===== src/rtl/fb_pkg.sv =====
// Shared types and constants for the framebuffer pixel writer.
// The address helper packs coordinates as {y,x}, i.e. y*FB_W + x for a 256-wide buffer.
package fb_pkg;

    localparam int FB_W_DEF       = 256;
    localparam int FB_H_DEF       = 256;
    localparam int COLOR_W_DEF    = 24;
    localparam int FIFO_DEPTH_DEF = 16;
    localparam int ADDR_W         = 16;
    localparam int PCOUNT_W       = 17;

    typedef enum logic [1:0] {
        IDLE,
        WRITE,
        CLEAR
    } state_t;

    function automatic logic [ADDR_W-1:0] pix_addr(input logic [7:0] x, input logic [7:0] y);
        return {y, x};
    endfunction

endpackage


===== src/rtl/fb_pixel_writer_fifo.sv =====
// Synchronous pixel FIFO with a registered occupancy count; the head entry is
// visible combinationally on rdata so the output register can load it in one cycle.
module pixel_fifo #(
    parameter int WIDTH = 40,
    parameter int DEPTH = 16,
    localparam int PTR_W = $clog2(DEPTH),
    localparam int CNT_W = $clog2(DEPTH + 1)
) (
    input  logic             clk,
    input  logic             rst,
    input  logic             push,
    input  logic             pop,
    input  logic [WIDTH-1:0] wdata,
    output logic [WIDTH-1:0] rdata,
    output logic [CNT_W-1:0] count,
    output logic             full,
    output logic             empty
);

    logic [WIDTH-1:0] mem [DEPTH];
    logic [PTR_W-1:0] wr_ptr;
    logic [PTR_W-1:0] rd_ptr;
    logic             do_push;
    logic             do_pop;

    assign full    = (count == CNT_W'(DEPTH));
    assign empty   = (count == '0);
    assign do_push = push && !full;
    assign do_pop  = pop && !empty;
    assign rdata   = mem[rd_ptr];

    // NOTE: the storage array has no reset; the pointers and count alone decide which entries are valid.
    always_ff @(posedge clk) begin
        if (do_push) begin
            mem[wr_ptr] <= wdata;
        end
    end

    always_ff @(posedge clk) begin
        if (rst) begin
            wr_ptr <= '0;
            rd_ptr <= '0;
            count  <= '0;
        end else begin
            if (do_push) wr_ptr <= wr_ptr + PTR_W'(1);
            if (do_pop)  rd_ptr <= rd_ptr + PTR_W'(1);
            case ({do_push, do_pop})
                2'b10:   count <= count + CNT_W'(1);
                2'b01:   count <= count - CNT_W'(1);
                default: count <= count;
            endcase
        end
    end

endmodule


===== src/rtl/fb_pixel_writer.sv =====
// Buffers renderer pixel beats and writes them to framebuffer memory through a
// valid/ready port; also runs a full-frame clear and reports frame completion.
module fb_pixel_writer
    import fb_pkg::*;
#(
    parameter int FB_W       = FB_W_DEF,
    parameter int FB_H       = FB_H_DEF,
    parameter int COLOR_W    = COLOR_W_DEF,
    parameter int FIFO_DEPTH = FIFO_DEPTH_DEF
) (
    input  logic                clk,
    input  logic                rst,
    input  logic                pixel_valid,
    input  logic [7:0]          pixel_x,
    input  logic [7:0]          pixel_y,
    input  logic [COLOR_W-1:0]  pixel_color,
    input  logic                shape_done,
    input  logic                clear_start,
    input  logic [COLOR_W-1:0]  clear_color,
    output logic                mem_wr_en,
    output logic [ADDR_W-1:0]   mem_wr_addr,
    output logic [COLOR_W-1:0]  mem_wr_data,
    input  logic                mem_wr_ready,
    output logic                busy,
    output logic                frame_done,
    output logic                overflow,
    output logic [PCOUNT_W-1:0] pixel_count
);

    localparam int ENTRY_W = ADDR_W + COLOR_W;
    localparam int CNT_W   = $clog2(FIFO_DEPTH + 1);
    localparam logic [ADDR_W-1:0]   LAST_ADDR  = ADDR_W'(FB_W * FB_H - 1);
    localparam logic [PCOUNT_W-1:0] PCOUNT_MAX = PCOUNT_W'(FB_W * FB_H);

    state_t              state;
    logic [ADDR_W-1:0]   clear_addr;
    logic [COLOR_W-1:0]  clear_col;
    logic                clear_pend;
    logic                frame_flag;

    logic [ENTRY_W-1:0]  fifo_wdata;
    logic [ENTRY_W-1:0]  fifo_rdata;
    logic [CNT_W-1:0]    fifo_count;
    logic                fifo_full;
    logic                fifo_empty;

    logic                in_range;
    logic                fifo_push;
    logic                pixel_drop;
    logic                accepted;
    logic                out_free;
    logic                start_req;
    logic                enter_clear;
    logic                clear_last_acc;
    logic                load_pix;
    logic                en_next;
    logic                clear_next;
    logic                pend_next;
    logic                flag_next;
    logic                done_next;
    logic [CNT_W-1:0]    fifo_cnt_next;
    logic [COLOR_W-1:0]  clear_data;

    assign in_range   = (32'(pixel_x) < FB_W) && (32'(pixel_y) < FB_H);
    assign fifo_wdata = {pix_addr(pixel_x, pixel_y), pixel_color};
    assign busy       = (state != IDLE) || !fifo_empty || mem_wr_en || clear_pend;

    pixel_fifo #(
        .WIDTH (ENTRY_W),
        .DEPTH (FIFO_DEPTH)
    ) u_fifo (
        .clk   (clk),
        .rst   (rst),
        .push  (fifo_push),
        .pop   (load_pix),
        .wdata (fifo_wdata),
        .rdata (fifo_rdata),
        .count (fifo_count),
        .full  (fifo_full),
        .empty (fifo_empty)
    );

    // Next-cycle view of the datapath; frame_done is decided from these so it
    // can pulse in the cycle right after the final write is accepted.
    // NOTE: every signal gets a default at the top of always_comb so no path can infer a latch.
    always_comb begin
        fifo_push      = pixel_valid && in_range && !fifo_full;
        pixel_drop     = pixel_valid && in_range && fifo_full;
        accepted       = mem_wr_en && mem_wr_ready;
        out_free       = !mem_wr_en || mem_wr_ready;
        start_req      = clear_start && (state != CLEAR);
        enter_clear    = (start_req || clear_pend) && out_free;
        pend_next      = (start_req || clear_pend) && !enter_clear;
        clear_last_acc = (state == CLEAR) && accepted && (clear_addr == LAST_ADDR);
        load_pix       = ((state != CLEAR) || clear_last_acc) && !start_req && !clear_pend
                         && !fifo_empty && out_free;
        clear_data     = start_req ? clear_color : clear_col;
        clear_next     = enter_clear || ((state == CLEAR) && !clear_last_acc);

        en_next = mem_wr_en;
        if (enter_clear || load_pix || ((state == CLEAR) && accepted && !clear_last_acc)) begin
            en_next = 1'b1;
        end else if (accepted) begin
            en_next = 1'b0;
        end

        fifo_cnt_next = fifo_count;
        if (fifo_push && !load_pix) begin
            fifo_cnt_next = fifo_count + CNT_W'(1);
        end else if (!fifo_push && load_pix) begin
            fifo_cnt_next = fifo_count - CNT_W'(1);
        end

        flag_next = frame_flag || shape_done;
        done_next = flag_next && (fifo_cnt_next == '0) && !en_next && !clear_next && !pend_next;
    end

    // NOTE: sequential state uses non-blocking assignments only, so every register sees pre-edge values.
    always_ff @(posedge clk) begin
        if (rst) begin
            state       <= IDLE;
            mem_wr_en   <= 1'b0;
            mem_wr_addr <= '0;
            mem_wr_data <= '0;
            clear_addr  <= '0;
            clear_col   <= '0;
            clear_pend  <= 1'b0;
            frame_flag  <= 1'b0;
            frame_done  <= 1'b0;
            overflow    <= 1'b0;
            pixel_count <= '0;
        end else begin
            mem_wr_en  <= en_next;
            clear_pend <= pend_next;
            frame_done <= done_next;
            frame_flag <= flag_next && !done_next;
            if (start_req) clear_col <= clear_color;

            if (enter_clear) begin
                state <= CLEAR;
            end else begin
                case (state)
                    IDLE:    if (!fifo_empty) state <= WRITE;
                    WRITE:   if (fifo_empty && out_free) state <= IDLE;
                    CLEAR:   if (clear_last_acc) state <= fifo_empty ? IDLE : WRITE;
                    default: state <= IDLE;
                endcase
            end

            // Clear writes walk the address only on acceptance; pixel writes load from the FIFO head.
            if (enter_clear) begin
                clear_addr  <= '0;
                mem_wr_addr <= '0;
                mem_wr_data <= clear_data;
            end else if (load_pix) begin
                mem_wr_addr <= fifo_rdata[ENTRY_W-1:COLOR_W];
                mem_wr_data <= fifo_rdata[COLOR_W-1:0];
            end else if ((state == CLEAR) && accepted && !clear_last_acc) begin
                clear_addr  <= clear_addr + ADDR_W'(1);
                mem_wr_addr <= clear_addr + ADDR_W'(1);
            end

            if (enter_clear) begin
                overflow <= 1'b0;
            end else if (pixel_drop) begin
                overflow <= 1'b1;
            end

            if (enter_clear) begin
                pixel_count <= '0;
            end else if (accepted && (state != CLEAR) && (pixel_count != PCOUNT_MAX)) begin
                pixel_count <= pixel_count + PCOUNT_W'(1);
            end
        end
    end

endmodule


===== config.mk =====
export PLATFORM = sky130hd
export DESIGN_NAME = fb_pixel_writer
export DESIGN_NICKNAME = d
export VERILOG_FILES = /design/src/rtl/fb_pkg.sv /design/src/rtl/fb_pixel_writer_fifo.sv /design/src/rtl/fb_pixel_writer.sv
export SDC_FILE = /design/constraint.sdc
export NUM_CORES = 1
export LEC_CHECK = 0
export CAP_MARGIN = 15
export CORE_MARGIN = 4
export CORE_UTILIZATION = 54
export CTS_CLUSTER_SIZE = 10
export DETAILED_ROUTE_END_ITERATION = 8
export GPL_ROUTABILITY_DRIVEN = 0
export GPL_TIMING_DRIVEN = 0
export PLACE_DENSITY = 0.74
export RECOVER_POWER = 50
export SLEW_MARGIN = 40
export SYNTH_ARGS = -nofsm -noshare
export SYNTH_HDL_FRONTEND = slang
export SYNTH_SLANG_ARGS = --single-unit

===== constraint.sdc =====
create_clock -name clk -period 5.52 [get_ports clk]
set_input_delay 1.104 -clock clk [delete_from_list [all_inputs] [get_ports clk]]
set_output_delay 1.104 -clock clk [all_outputs]
set_load 0.01 [all_outputs]

== Yosys cells after proc, flatten, opt, wreduce, memory -nomap -nowiden ==
Memories as Yosys holds them, arrays and structs flattened. A register that Yosys moved wholly into a read port is not among the register bits.
Index checks and enable logic that the tools add are counted.

* Register bits after elaboration: 117
* Latch bits: 0
* Bits in writable memories: 640
* Bits in read-only memories: 0
* Input port bits: 70
* Logic and storage cells: 117
* Memories kept: 1

* Add/subtract/negate cells: 6
* Multiply operators: 0
* Div/mod/pow operators: 0
* $lt $le $gt $ge: 0
* Equality and inequality tests: 14
* Shift operators: 0
* Mux-type cells: 20
* Bitwise logic cells: 1
* Reductions and logical operators: 60

{| class="wikitable"
|+ Memory list
! memory !! words !! width !! rd ports !! clocked after Yosys merged registers in !! wr ports !! line !! RTL
|-
| u_fifo.mem || 16 || 40 || 1 || 1 || 1 || fb_pixel_writer_fifo.sv:20 || <nowiki>logic [WIDTH-1:0] mem [DEPTH];</nowiki>
|}

{| class="wikitable"
|+ Operators by type and width
! cell !! number
|-
| 2-to-1 mux 24 bit || 3
|-
| 2-to-1 mux 16 bit || 2
|-
| logical AND 1 bit || 26
|-
| adder 17 x 1 -> 17 bit, second input constant || 1
|-
| inequality test 17 bit, second input constant || 1
|-
| adder 16 x 1 -> 16 bit, second input constant || 1
|-
| equality test 16 bit, second input constant || 1
|-
| logical NOT 1 bit || 13
|-
| logical NOT 5 bit || 2
|-
| logical OR 1 bit || 10
|-
| 2-to-1 mux 5 bit || 2
|-
| case mux 5 bit (2 select lines) || 1
|-
| inequality test 3 bit, second input constant || 3
|-
| adder 4 x 1 -> 4 bit, second input constant || 2
|-
| 2-to-1 mux 2 bit || 4
|-
| 2-to-1 mux 4 bit || 2
|-
| inequality test 2 bit, second input constant || 4
|-
| nonzero test 2 bit || 4
|-
| case mux 2 bit (3 select lines) || 1
|-
| AND reduction 3 bit || 2
|-
| adder 5 x 1 -> 5 bit, second input constant || 1
|-
| equality test 5 bit, second input constant || 1
|-
| 2-to-1 mux 1 bit || 5
|-
| subtractor 5 x 1 -> 5 bit, second input constant || 1
|-
| other kinds (6) || 8
|}

== Logic depth before layout (Yosys ltp) ==
* Depth after elaboration: 18
* Gate-level depth with buffers: 12
* Mapped depth without buffers: 12

== Hierarchy ==
Synthesis repeated with hierarchy kept, for this count alone.

* Cell total of the unflattened synthesis: 1529
* Area total of the unflattened synthesis: 29884.9 µm²

{| class="wikitable"
|+ By module, submodules not included
! module !! instances !! cells an instance !! area an instance (µm²) !! seq. area each (µm²)
|-
| pixel_fifo || 1 || 1013 || 25185.4 || 19558.8
|-
| fb_pixel_writer || 1 || 516 || 4699.5 || 2082.0
|}

== Worst setup path before layout ==
OpenSTA, ideal clock, no wires.

* Path type: input to register
* Start: in pixel_valid
* End: mem u_fifo.mem[3][0] (enable)
* Setup time: 487 ps
* Arrival time: 4405 ps
* Path slack: 628 ps
* Cell stages on the path: 4
* Cells stage by stage: nor2b_1 > clkbuf_1 > nand2_1 > nor3_1

* Cells in the longest elaborated chain, start to end: 4

{| class="wikitable"
|+ RTL lines
! element !! line !! RTL
|-
| start: declaration || fb_pixel_writer.sv:13 || <nowiki>input logic pixel_valid,</nowiki>
|-
| logical AND 1 bit || fb_pixel_writer.sv:87 || <nowiki>fifo_push = pixel_valid && in_range && !fifo_full;</nowiki>
|-
| logical AND 1 bit || fb_pixel_writer_fifo.sv:28 || <nowiki>assign do_push = push && !full;</nowiki>
|-
| 2-to-1 mux 1 bit || fb_pixel_writer_fifo.sv:34 || <nowiki>if (do_push) begin</nowiki>
|-
| 2-to-1 mux 1 bit (not written as such) || fb_pixel_writer_fifo.sv:35 || <nowiki>mem[wr_ptr] <= wdata;</nowiki>
|-
| end: declaration || fb_pixel_writer_fifo.sv:20 ||
|}

No other way between the ends.

== Final worst setup path ==
* Start: reg clear_addr[0]
* End: reg u_fifo.count[4]

* Cells in the longest elaborated chain, start to end: 10
* Elaborated cells between the ends (all ways): 12

{| class="wikitable"
|+ RTL lines
! element !! line !! RTL
|-
| start: declaration || fb_pixel_writer.sv:36 || <nowiki>logic [ADDR_W-1:0] clear_addr;</nowiki>
|-
| start signal: assignment || fb_pixel_writer.sv:159 || <nowiki>clear_addr <= clear_addr + ADDR_W'(1);</nowiki>
|-
| equality test 16 bit * || fb_pixel_writer.sv:94 || <nowiki>clear_last_acc = (state == CLEAR) && accepted && (clear_addr == LAST_ADDR);</nowiki>
|-
| logical AND 1 bit * || fb_pixel_writer.sv:94 ||
|-
| logical OR 1 bit * || fb_pixel_writer.sv:95 || <nowiki>load_pix = ((state != CLEAR) || clear_last_acc) && !start_req && !clear_pend</nowiki>
|-
| logical AND 1 bit * (2 in a row) || fb_pixel_writer.sv:95 ||
|-
| logical AND 1 bit * (2 in a row) || fb_pixel_writer.sv:96 || <nowiki>&& !fifo_empty && out_free;</nowiki>
|-
| logical AND 1 bit * || fb_pixel_writer_fifo.sv:29 || <nowiki>assign do_pop = pop && !empty;</nowiki>
|-
| named net u_fifo.do_pop || fb_pixel_writer_fifo.sv:24 || <nowiki>logic do_pop;</nowiki>
|-
| equality test 2 x 1 -> 1 bit or equality test 2 bit (tied branches) || fb_pixel_writer_fifo.sv:47 || <nowiki>case ({do_push, do_pop})</nowiki>
|-
| case mux 5 bit (2 select lines) or nonzero test 2 bit (tied branches) || - ||
|-
| end signal: assignment || fb_pixel_writer_fifo.sv:48 || <nowiki>2'b10: count <= count + CNT_W'(1);</nowiki>
|-
| end signal: assignment || fb_pixel_writer_fifo.sv:49 || <nowiki>2'b01: count <= count - CNT_W'(1);</nowiki>
|-
| end signal: assignment || fb_pixel_writer_fifo.sv:50 || <nowiki>default: count <= count;</nowiki>
|-
| end: declaration || fb_pixel_writer_fifo.sv:15 || <nowiki>output logic [CNT_W-1:0] count,</nowiki>
|}

Mark *: on every way through the listed nets, which the timed path passes. The rest lies on a longest branch.
A chain may end at the register's enable or synchronous reset.

==> tab_implementation.tex <==
\begin{tabular}{lr}
\hline
Metric & Value \\
\hline
\multicolumn{2}{l}{\textbf{Yosys}} \\
\quad Commonest cells in the netlist & 640 x sky130\_fd\_sc\_hd\_\_edfxtp\_1, 160 x sky130\_fd\_sc\_hd\_\_mux4\_2, 121 x sky130\_fd\_sc\_hd\_\_dfxtp\_1 \\
\quad Most used standard cell by instance count after synthesis & sky130\_fd\_sc\_hd\_\_edfxtp\_1 \\
\quad Primary flip-flop cell chosen by synthesis mapping & sky130\_fd\_sc\_hd\_\_edfxtp\_1 \\
\quad Total of warnings raised by yosys & 0 \\
\quad Async set-or-reset flop fraction in the synthesized netlist & 0 \\
\quad Syn Nets & 1693 \\
\quad Post-Synthesis Cells & 1611 \\
\quad Synthesis-stage register bit count & 761 \\
\quad EDFF count, synth & 640 \\
\quad Proportion of synthesized chip area in sequential cells & 0.727 \\
\quad Basic-gate share of the synthesized area counting and, or, nand and nor cells & 0.0508 \\
\quad Cell taking the most area after synthesis & sky130\_fd\_sc\_hd\_\_edfxtp\_1 \\
\quad Avg Synthesized Cell Area & 18.5 sq um \\
\quad Combinational family with the most area after synthesis & multiplexers \\
\quad Leading post-synthesis cells by cell area & sky130\_fd\_sc\_hd\_\_edfxtp\_1 65\%, sky130\_fd\_sc\_hd\_\_mux4\_2 12\%, sky130\_fd\_sc\_hd\_\_dfxtp\_1 8.1\%, sky130\_fd\_sc\_hd\_\_mux2i\_1 2.1\%, sky130\_fd\_sc\_hd\_\_nor2\_1 1.4\% \\
\quad Proportion of netlist area held by the largest area contributor & 0.646 \\
\quad Multiplexer area fraction after synthesis & 0.146 \\
\quad Synth Area in Compound Gates & 0.0379 \\
\quad Syn Std Cell Area & 29800 sq um \\
\quad Post-synthesis adder-cell area fraction & 0.00504 \\
\quad Library cells used by synthesis & 63 \\
\quad Xor/xnor cell area share of the yosys netlist & 0.0141 \\
\multicolumn{2}{l}{\textbf{Clock network}} \\
\quad Post-CTS sizing & 0 \\
\quad Clock sink total & 761 \\
\quad Root buffer selected by CTS & sky130\_fd\_sc\_hd\_\_clkbuf\_16 \\
\quad Clock latency reported for the late side of the worst-skew pair & 0.61 ns \\
\quad Clock tree from TritonCTS & built \\
\quad Number of buffers between clock root and the deepest sink & 3 \\
\quad Post-CTS setup-driven buffer insertion count & 0 \\
\quad Number of buffers inserted by hold repair at cts & 0 \\
\quad CTS H-Tree Depth & 3 \\
\quad CTS clock-pin slew for the worst setup and hold paths & 0.06 ns \\
\quad CTS buffer count & 86 \\
\multicolumn{2}{l}{\textbf{Layout}} \\
\quad Design Area, Final & 35300 sq um \\
\quad Count of nets after finishing & 1981 \\
\quad Multi-input gate area & 7620 sq um \\
\quad Fraction of final layout cells sized beyond drive strength 1 & 0.210 \\
\quad Sequential standard cell area & 21600 sq um \\
\quad Layout area overhead & 18.7\% \\
\quad Number of inserted filler cells in the final layout & 3502 \\
\quad Final Non-Filler Cells & 2632 \\
\multicolumn{2}{l}{\textbf{GRT}} \\
\quad GRT overflow & 0 \\
\quad Via count of the first global-routing pass & 16955 \\
\quad Wire length of the first global-routing pass & 111 mm \\
\quad Maximum number of pins on one net before global-route repair & 17 \\
\quad Number of antenna violations at the first check in global routing & 13 \\
\quad Total Routing Usage GR & 0.254 \\
\multicolumn{2}{l}{\textbf{STA}} \\
\quad Setup repair after global routing missed its margin & no \\
\quad Slew headroom & 0.202 \\
\quad Achievable clock frequency & 0.270 GHz \\
\quad Hold violation count in the final report & 0 \\
\quad Measured slew at the worst slew-check pin & 1.20 ns \\
\quad Min Hold Slack & 0.466 ns \\
\quad Total setup violations reported at the end of the flow & 0 \\
\quad Final Max Tran Viols & 0 \\
\quad Total Negative Setup Slacks & 0 ns \\
\quad Final worst path period share & 0.672 \\
\quad Setup clock skew after layout & 0.0283 ns \\
\quad Final critical-path required period & 3.71 ns \\
\multicolumn{2}{l}{\textbf{Run}} \\
\quad Number of max-capacitance violations reported & 0 \\
\multicolumn{2}{l}{\textbf{Detailed routing}} \\
\quad DR vias/cell & 6.36 \\
\quad Count of antenna-violating nets left after detailed routing & 0 \\
\quad Length of the first detailed-routing pass in iterations & 5 \\
\quad Post-Route WL & 75.0 mm \\
\quad Number of remaining DRC errors & 0 \\
\quad Average detailed-routed wire length per instance & 28.5 microns \\
\quad Initial DRC Count & 1912 \\
\quad Vias after detailed routing & 16751 \\
\multicolumn{2}{l}{\textbf{Place}} \\
\quad Placed instance area & 33100 sq um \\
\quad Final HPWL DP & 49.8 mm \\
\quad Cell total after placement & 2507 \\
\quad Number of port buffers & 129 \\
\multicolumn{2}{l}{\textbf{Power}} \\
\quad Pwr/cell area & 398 nW/um\^{}2 \\
\quad Max rail drop VDD & 0.257 mV \\
\quad Leak Pwr & 11.8 nW \\
\multicolumn{2}{l}{\textbf{Min path}} \\
\quad Classification of the worst-slack hold path & flop to flop \\
\multicolumn{2}{l}{\textbf{Floorplanning}} \\
\quad Site row count & 85 \\
\quad Io pins & 131 \\
\quad Die Footprint & 58900 sq um \\
\quad Placeable core area & 54200 sq um \\
\quad Initial cell density of the core & 0.549 \\
\quad Die H & 243 microns \\
\quad Die Span X & 243 microns \\
\multicolumn{2}{l}{\textbf{Critical path}} \\
\quad Class of the most critical setup path & flop to flop \\
\quad Element type at the critical path start & flop \\
\quad Type of destination of the critical path & flop \\
\quad Worst endpoint data arrival time & 4.19 ns \\
\quad Worst path max stage delay & 0.51 ns \\
\quad CP max-delay cell & sky130\_fd\_sc\_hd\_\_nor2\_1 \\
\quad Critical path data required time & 6.00 ns \\
\quad Highest fanout seen on the critical path & 10 \\
\quad Cells along the critical path & ha\_1 > nand3\_2 > nor4\_1 > clkbuf\_1 > a21oi\_2 > nor2\_1 > ha\_1 > nand2\_1 > or3\_1 > a21oi\_1 > xnor2\_1 > nor2\_1 \\
\multicolumn{2}{l}{\textbf{Run status}} \\
\quad Status & finished clean \\
\hline
\end{tabular}
flip-flops by register name, indices dropped and copies added, names as in the netlist, 2 cells and up, named ones only:
name           count
state              2
u_fifo.wr_ptr      4
clear_addr        16
clear_col         24
mem_wr_data       24
pixel_count       17
u_fifo.count       5
u_fifo.mem       640
u_fifo.rd_ptr      4
mem_wr_addr       16
final timing paths:
| path | start | to | slack (ns) | cells past startpoint |
|---|---|---|---|---|
| worst min-delay path | overflow | overflow | 0.47 | 2 |
| worst min register to register | overflow | overflow | 0.47 | 2 |
| worst max-delay path | clear_addr[0] | u_fifo.count[4] | 1.81 | 12 |
| worst max register to register | clear_addr[0] | u_fifo.count[4] | 1.81 | 12 |
layer usage:
metal  up-vias  GRT usage  routed length, microns
met5         -          0                      52
met4         8      0.101                    2710
met3       172     0.0579                    7100
met2       934      0.407                   36300
met1      8595      0.342                   28900
li1       7042          -                       -
cell families after synthesis:
family | count (synthesis)
AO/OA/AOI/OAI | 148
buffers and inverters | 109
XOR/XNOR | 48
AND/OR/NAND/NOR | 300
adder cells (fa/ha/maj) | 12
flip-flops | 761
multiplexers | 233
where the power goes:
group | switching, W | total (W) | internal (W)
Clock | 0.00205 | 0.00495 | 0.00290
Combinational | 0.00138 | 0.00254 | 0.00115
Sequential | 0.000113 | 0.00656 | 0.00645
Total | 0.00355 | 0.0140 | 0.0105
cells in the final DEF (no fill, tap or decap), types with 8 or more instances in the layout:
master	instances
sky130_fd_sc_hd__clkbuf_16	89
sky130_fd_sc_hd__mux2i_1	61
sky130_fd_sc_hd__mux2_2	12
sky130_fd_sc_hd__nand2_1	35
sky130_fd_sc_hd__nand2b_1	9
sky130_fd_sc_hd__a22oi_1	14
sky130_fd_sc_hd__xor2_1	14
sky130_fd_sc_hd__ha_1	12
sky130_fd_sc_hd__or3_1	9
sky130_fd_sc_hd__o21ai_0	8
sky130_fd_sc_hd__a21oi_1	33
sky130_fd_sc_hd__a22o_1	9
sky130_fd_sc_hd__buf_2	36
sky130_fd_sc_hd__and3_1	24
sky130_fd_sc_hd__nor4_1	12
sky130_fd_sc_hd__buf_6	10
sky130_fd_sc_hd__a211o_1	17
sky130_fd_sc_hd__a221o_1	12
sky130_fd_sc_hd__edfxtp_1	640
sky130_fd_sc_hd__clkbuf_1	75
sky130_fd_sc_hd__buf_16	18
sky130_fd_sc_hd__clkdlybuf4s50_1	52
sky130_fd_sc_hd__nor2_1	100
sky130_fd_sc_hd__nor2_4	9
sky130_fd_sc_hd__xnor2_1	34
sky130_fd_sc_hd__dlygate4sd3_1	77
sky130_fd_sc_hd__mux4_2	160
sky130_fd_sc_hd__o22ai_1	13
sky130_fd_sc_hd__inv_1	15
sky130_fd_sc_hd__dfxtp_1	121
sky130_fd_sc_hd__nand3_1	24
sky130_fd_sc_hd__buf_4	35
sky130_fd_sc_hd__buf_8	17
sky130_fd_sc_hd__nor3_1	31
sky130_fd_sc_hd__nand4_1	11
through the flow:
step,setup WS (ns),utilization,total power (W)
CTS,1.93,0.653,0.0141
finish,1.81,0.651,0.0140
global placement,-3.52,0.589,0.00911
global route,1.65,0.651,0.0146
detailed placement,1.40,0.610,0.00921
floorplan,0.628,-,0.00828
layout make-up:
| class | count | area share |
|---|---|---|
| sequential | 761 | 0.612 |
| multi-input combinational | 741 | 0.216 |
| clock buffer | 120 | 0.0663 |
| timing repair buffer | 200 | 0.0648 |
| tap | 696 | 0.0246 |
| buffer | 94 | 0.0141 |
| inverter | 15 | 0.00159 |
| clock inverter | 2 | 0.000248 |
| antenna | 3 | 0.000212 |
worst max-delay path, delay by kind of cell, from the launching register on:
| family | cells | cell delay, ns |
|---|---|---|
| buffers and inverters | 1 | 0.46 |
| AOI/OAI and AO/OA | 2 | 0.38 |
| xor gates and xnor gates | 1 | 0.14 |
| and+or+nand+nor | 6 | 1.58 |
| adders and majority gates | 2 | 0.62 |
| DFF | 1 | 0.42 |
No activity file was read; power rests on OpenSTA's default activity.
